==> src/rtl/pipe_ctrl.sv <==
// pipe_ctrl: stall arbitration, two-step exception redirect, stall counter and stall watchdog
module pipe_ctrl #(
    parameter logic [31:0] EXC_VECTOR  = 32'h00000020,
    parameter logic [31:0] ERET_TYPE   = 32'h0000000e,
    parameter int unsigned STALL_LIMIT = 64
) (
    input  logic        clk,
    input  logic        rst,
    input  logic        stallreq_from_id,
    input  logic        stallreq_from_ex,
    input  logic        stallreq_from_mem,
    input  logic [31:0] excepttype_i,
    input  logic [31:0] cp0_epc_i,
    output logic [5:0]  stall,
    output logic        flush,
    output logic [31:0] new_pc,
    output logic [31:0] stall_cycles,
    output logic        stall_timeout
);
    typedef enum logic {RUN, FLUSH} state_t;

    localparam logic [15:0] LIMIT = 16'(STALL_LIMIT);

    state_t      state, state_nxt;
    logic [31:0] exc_q;
    logic [15:0] wd_cnt, wd_nxt;
    logic        exc, req;

    assign exc = excepttype_i != 32'd0;
    assign req = stallreq_from_id | stallreq_from_ex | stallreq_from_mem;

    // next state and pipeline control; the exception's RUN cycle doubles as the freeze cycle
    always_comb begin
        state_nxt = RUN;
        stall     = 6'b000000;
        flush     = 1'b0;
        new_pc    = 32'd0;
        if (state == FLUSH) begin
            flush  = 1'b1;
            new_pc = (exc_q == ERET_TYPE) ? cp0_epc_i : EXC_VECTOR;
        end else if (exc) begin
            stall     = 6'b111111;
            state_nxt = FLUSH;
        end else begin
            stall = stallreq_from_mem ? 6'b011111 :
                    stallreq_from_ex  ? 6'b001111 :
                    stallreq_from_id  ? 6'b000111 : 6'b000000;
        end
        if (!rst) stall = 6'b000000;
    end

    // watchdog: counts consecutive requested stalls, holds across a freeze, saturates at the limit
    always_comb begin
        wd_nxt = 16'd0;
        if (state == RUN && req)
            wd_nxt = (exc || wd_cnt == LIMIT) ? wd_cnt : wd_cnt + 16'd1;
    end

    // state, latched exception code, counters and sticky timeout flag
    always_ff @(posedge clk or negedge rst) begin
        if (!rst) begin
            state         <= RUN;
            exc_q         <= 32'd0;
            wd_cnt        <= 16'd0;
            stall_cycles  <= 32'd0;
            stall_timeout <= 1'b0;
        end else begin
            state  <= state_nxt;
            wd_cnt <= wd_nxt;
            if (state == RUN && exc) exc_q <= excepttype_i;
            if (wd_nxt == LIMIT) stall_timeout <= 1'b1;
            if (stall[0] && stall_cycles != 32'hFFFFFFFF) stall_cycles <= stall_cycles + 32'd1;
        end
    end
endmodule

==> config.mk <==
export PLATFORM = sky130hd
export DESIGN_NAME = pipe_ctrl
export DESIGN_NICKNAME = d
export VERILOG_FILES = /design/src/rtl/pipe_ctrl.sv
export SDC_FILE = /design/constraint.sdc
export NUM_CORES = 1
export LEC_CHECK = 0
export BUFFER_PORTS_ARGS = -buffer_cell sky130_fd_sc_hd__buf_4
export CORE_MARGIN = 2
export CORE_UTILIZATION = 40
export DETAILED_ROUTE_END_ITERATION = 10
export PLACE_DENSITY = 0.65
export SYNTH_ARGS = -nofsm -noshare
export SYNTH_HDL_FRONTEND = slang
export SYNTH_SLANG_ARGS = --single-unit
export TNS_END_PERCENT = 30
==> constraint.sdc <==
create_clock -name clk -period 2.9 [get_ports clk]
set_clock_uncertainty 0.05 [all_clocks]
set_input_delay 0.29 -clock clk [delete_from_list [all_inputs] [get_ports clk]]
set_output_delay 0.29 -clock clk [all_outputs]
set_load 0.01 [all_outputs]
==> run summary <==
Post-Syn Area per Cell: 8.935 sq um
R2r setup slk: 0.09 ns
Initial antenna violation count: 0
Final setup TNS: 0 ns
Share of flip-flops with an asynchronous set or reset: 100.0%
Pre-CTS setup slack: 0.2020 ns
Die area: 11,960 sq um
Worst Hold Launch: excepttype_i[11]
Worst hold slack: 0.08973 ns
Worst-case clock buffer depth: 2
DP Wirelength: 8.858 mm
TritonCTS Sinks: 82
CP max stage cell: a2111oi_0
Final core occ: 53.92%
Kind of critical path: reg2reg
Min Tclk post-route: 2.811 ns
Worst-path clk slew: 0.09 ns
Seq/Total Area, Yosys: 46.21%
Worst setup EP type: flop
Total number of yosys warnings: 0
Fin cells: 780
Area delta synth->final: 31.64%
Pwr dens: 416.1 nW/um^2
Period utilisation layout: 96.92%
Most frequent cells in the layout: buf_4, nand2_1, dfrtp_1, and3_1, nor2_1
Crit Path Max Fanout: 6
I/O pin count: 141
Largest net degree at the start of global routing: 82
Nets@finish: 707
Number of CTS-inserted buffers: 9
Cells on Worst Hold Path: 3
All-Layer GR Usage: 20.30%
Port Buffers: 140
Post-route setup slack: 0.08918 ns
Clock latency on the worst-skew pair: 0.35 ns
Die Y: 109.4 um
CTS root buf: clkbuf_8
Top FF cell, synth: dfrtp_1
Most common cell after layout, fill and taps aside: buf_4
Via density: 5.337
P_leak: 2.890 nW
Reg2Reg Launch Point: wd_cnt[0]
Mapped Cells: 497
Number of global-route vias before repair: 3,881
RSZ-0062 raised after global routing: false
Max Freq: 0.3558 GHz
Core area: 10,840 sq um
Placement Cell Area: 5625 sq um
Post-route ant nets: 0
HP Class: in2reg
Syn nets: 569
Critical Path Source Type: flop
Total gr overflow: 0
Layout cells sized above 1: 28.59%
FP Rows: 38
Reg2Reg Depth: 7
Initial core utilization: 40.96%
Max-slew violations: 0
Die W: 109.4 um
Yosys top cell by area: dfrtp_1
GP Congestion: 0.8894
Wire per inst: 15.35 um
Final hold violations: 0
TritonRoute pass-1 iters: 5
Critical path, cell by cell: ha_1 -> nand3_1 -> a2111oi_0 -> a31oi_1 -> o32a_1 -> or4b_1 -> o41ai_2
Reg-to-Reg End: stall_timeout
Drt drc: 0
CTS tree: done
Number of flops mapped to enable cells by yosys: 0
WHS Endpoint: exc_q[11]
Mapped cell area: 4441 sq um
Worst endpoint required time: 3.10 ns
Max IR drop VDD: 0.2358 mV
Post-synth cell types: 49
Vias post-DR: 4,163
Dpl cells: 763
Crit path arrival time: 3.01 ns
First-pass GRT wire length: 18.89 mm
Final setup viols: 0
Ant diodes: 0
Status: completed
Post-synthesis register bit count: 82
Fin area: 5846 sq um
Rel. slew slack: 31.89%
H-tree lvl count: 3
Overall power: 2.432 mW
Worst path max stage delay: 0.65 ns
Max_cap viols: 0
Total wire length: 11.97 mm
Number of DRC markers in iteration 0: 261
Post-synth top area share: 46.21%
Post-CTS Setup Bufs: 0
Worst-Margin Slew: 1.022 ns
Synth area leaders: dfrtp_1, nand2_1, and3_1
==> where the power goes <==
part           switching (mW)  internal [mW]
clock network           0.444          0.431
registers              0.0833           1.20
logic                   0.121          0.152
==> timing repair <==
| item | CTS | global route |
|---|---|---|
| endpoints found under the hold margin | 1 | 0 |
| resized for setup | 0 | 0 |
| hold buffers | 1 | 0 |
==> flip-flops by register name, indices dropped and copies added (netlist names) <==
signal / cells
stall_cycles: 32
stall_timeout: 1
exc_q: 32
wd_cnt: 16
state: 1
==> cells in the mapped netlist, drive strengths merged, types with 2 or more instances <==
cell type  instances
nand2            128
dfrtp             82
and3              39
nor2              30
xnor2             24
nor4              21
nand4             20
nor3              18
xor2              18
nand3             17
clkbuf            15
inv               14
and4              11
buf                9
a21oi              6
or3                4
or4                4
a31o               3
a31oi              3
and2               3
ha                 3
o31ai              3
mux2i              2
nor2b              2
nor4b              2
o41ai              2
==> worst max path at each step <==
stage | start | end | depth (start not counted)
detailed placement | excepttype_i[2] | stall_timeout | 7
global route | wd_cnt[0] | stall_timeout | 7
global placement | wd_cnt[0] | stall_timeout | 7
floorplan | state | stall_cycles[11] | 7
CTS | wd_cnt[0] | stall_timeout | 7
finish | wd_cnt[0] | stall_timeout | 7
==> layer usage <==
metal  track usage [%]  vias up  part of all wire [%]
met3             3.675       16                   7.5
met5                 0        -                     0
met2             33.99      177                    49
met1             26.51     1969                    43
li1                  -     2001                     -
met4             6.962        0                   1.0
==> layout make-up <==
cell class / instances / area, sq um
clock buffer: 10 / 137.6
clock inverter: 6 / 72.57
fill: 976 / 4995
inverter: 14 / 52.55
multi-input combinational: 377 / 2220
sequential: 82 / 2052
tap: 140 / 175.2
timing repair buffer: 151 / 1136
==> kinds of logic after synthesis <==
family	after synthesis	synth area share (%)
fa+ha+maj	3	0.8454
flops	82	46.21
buf+inv	38	3.804
xor+xnor	42	8.284
compound gates	25	4.762
mux	2	0.4508
simple gates	305	35.64
==> critical path: cells and delay by family, from the launching register on <==
kind / cells / cell delay (ns)
compound gates: 4 / 1.25
fa+ha+maj: 1 / 0.33
simple gates: 2 / 0.67
flops: 1 / 0.43
No activity file was read; power rests on OpenSTA's default activity.
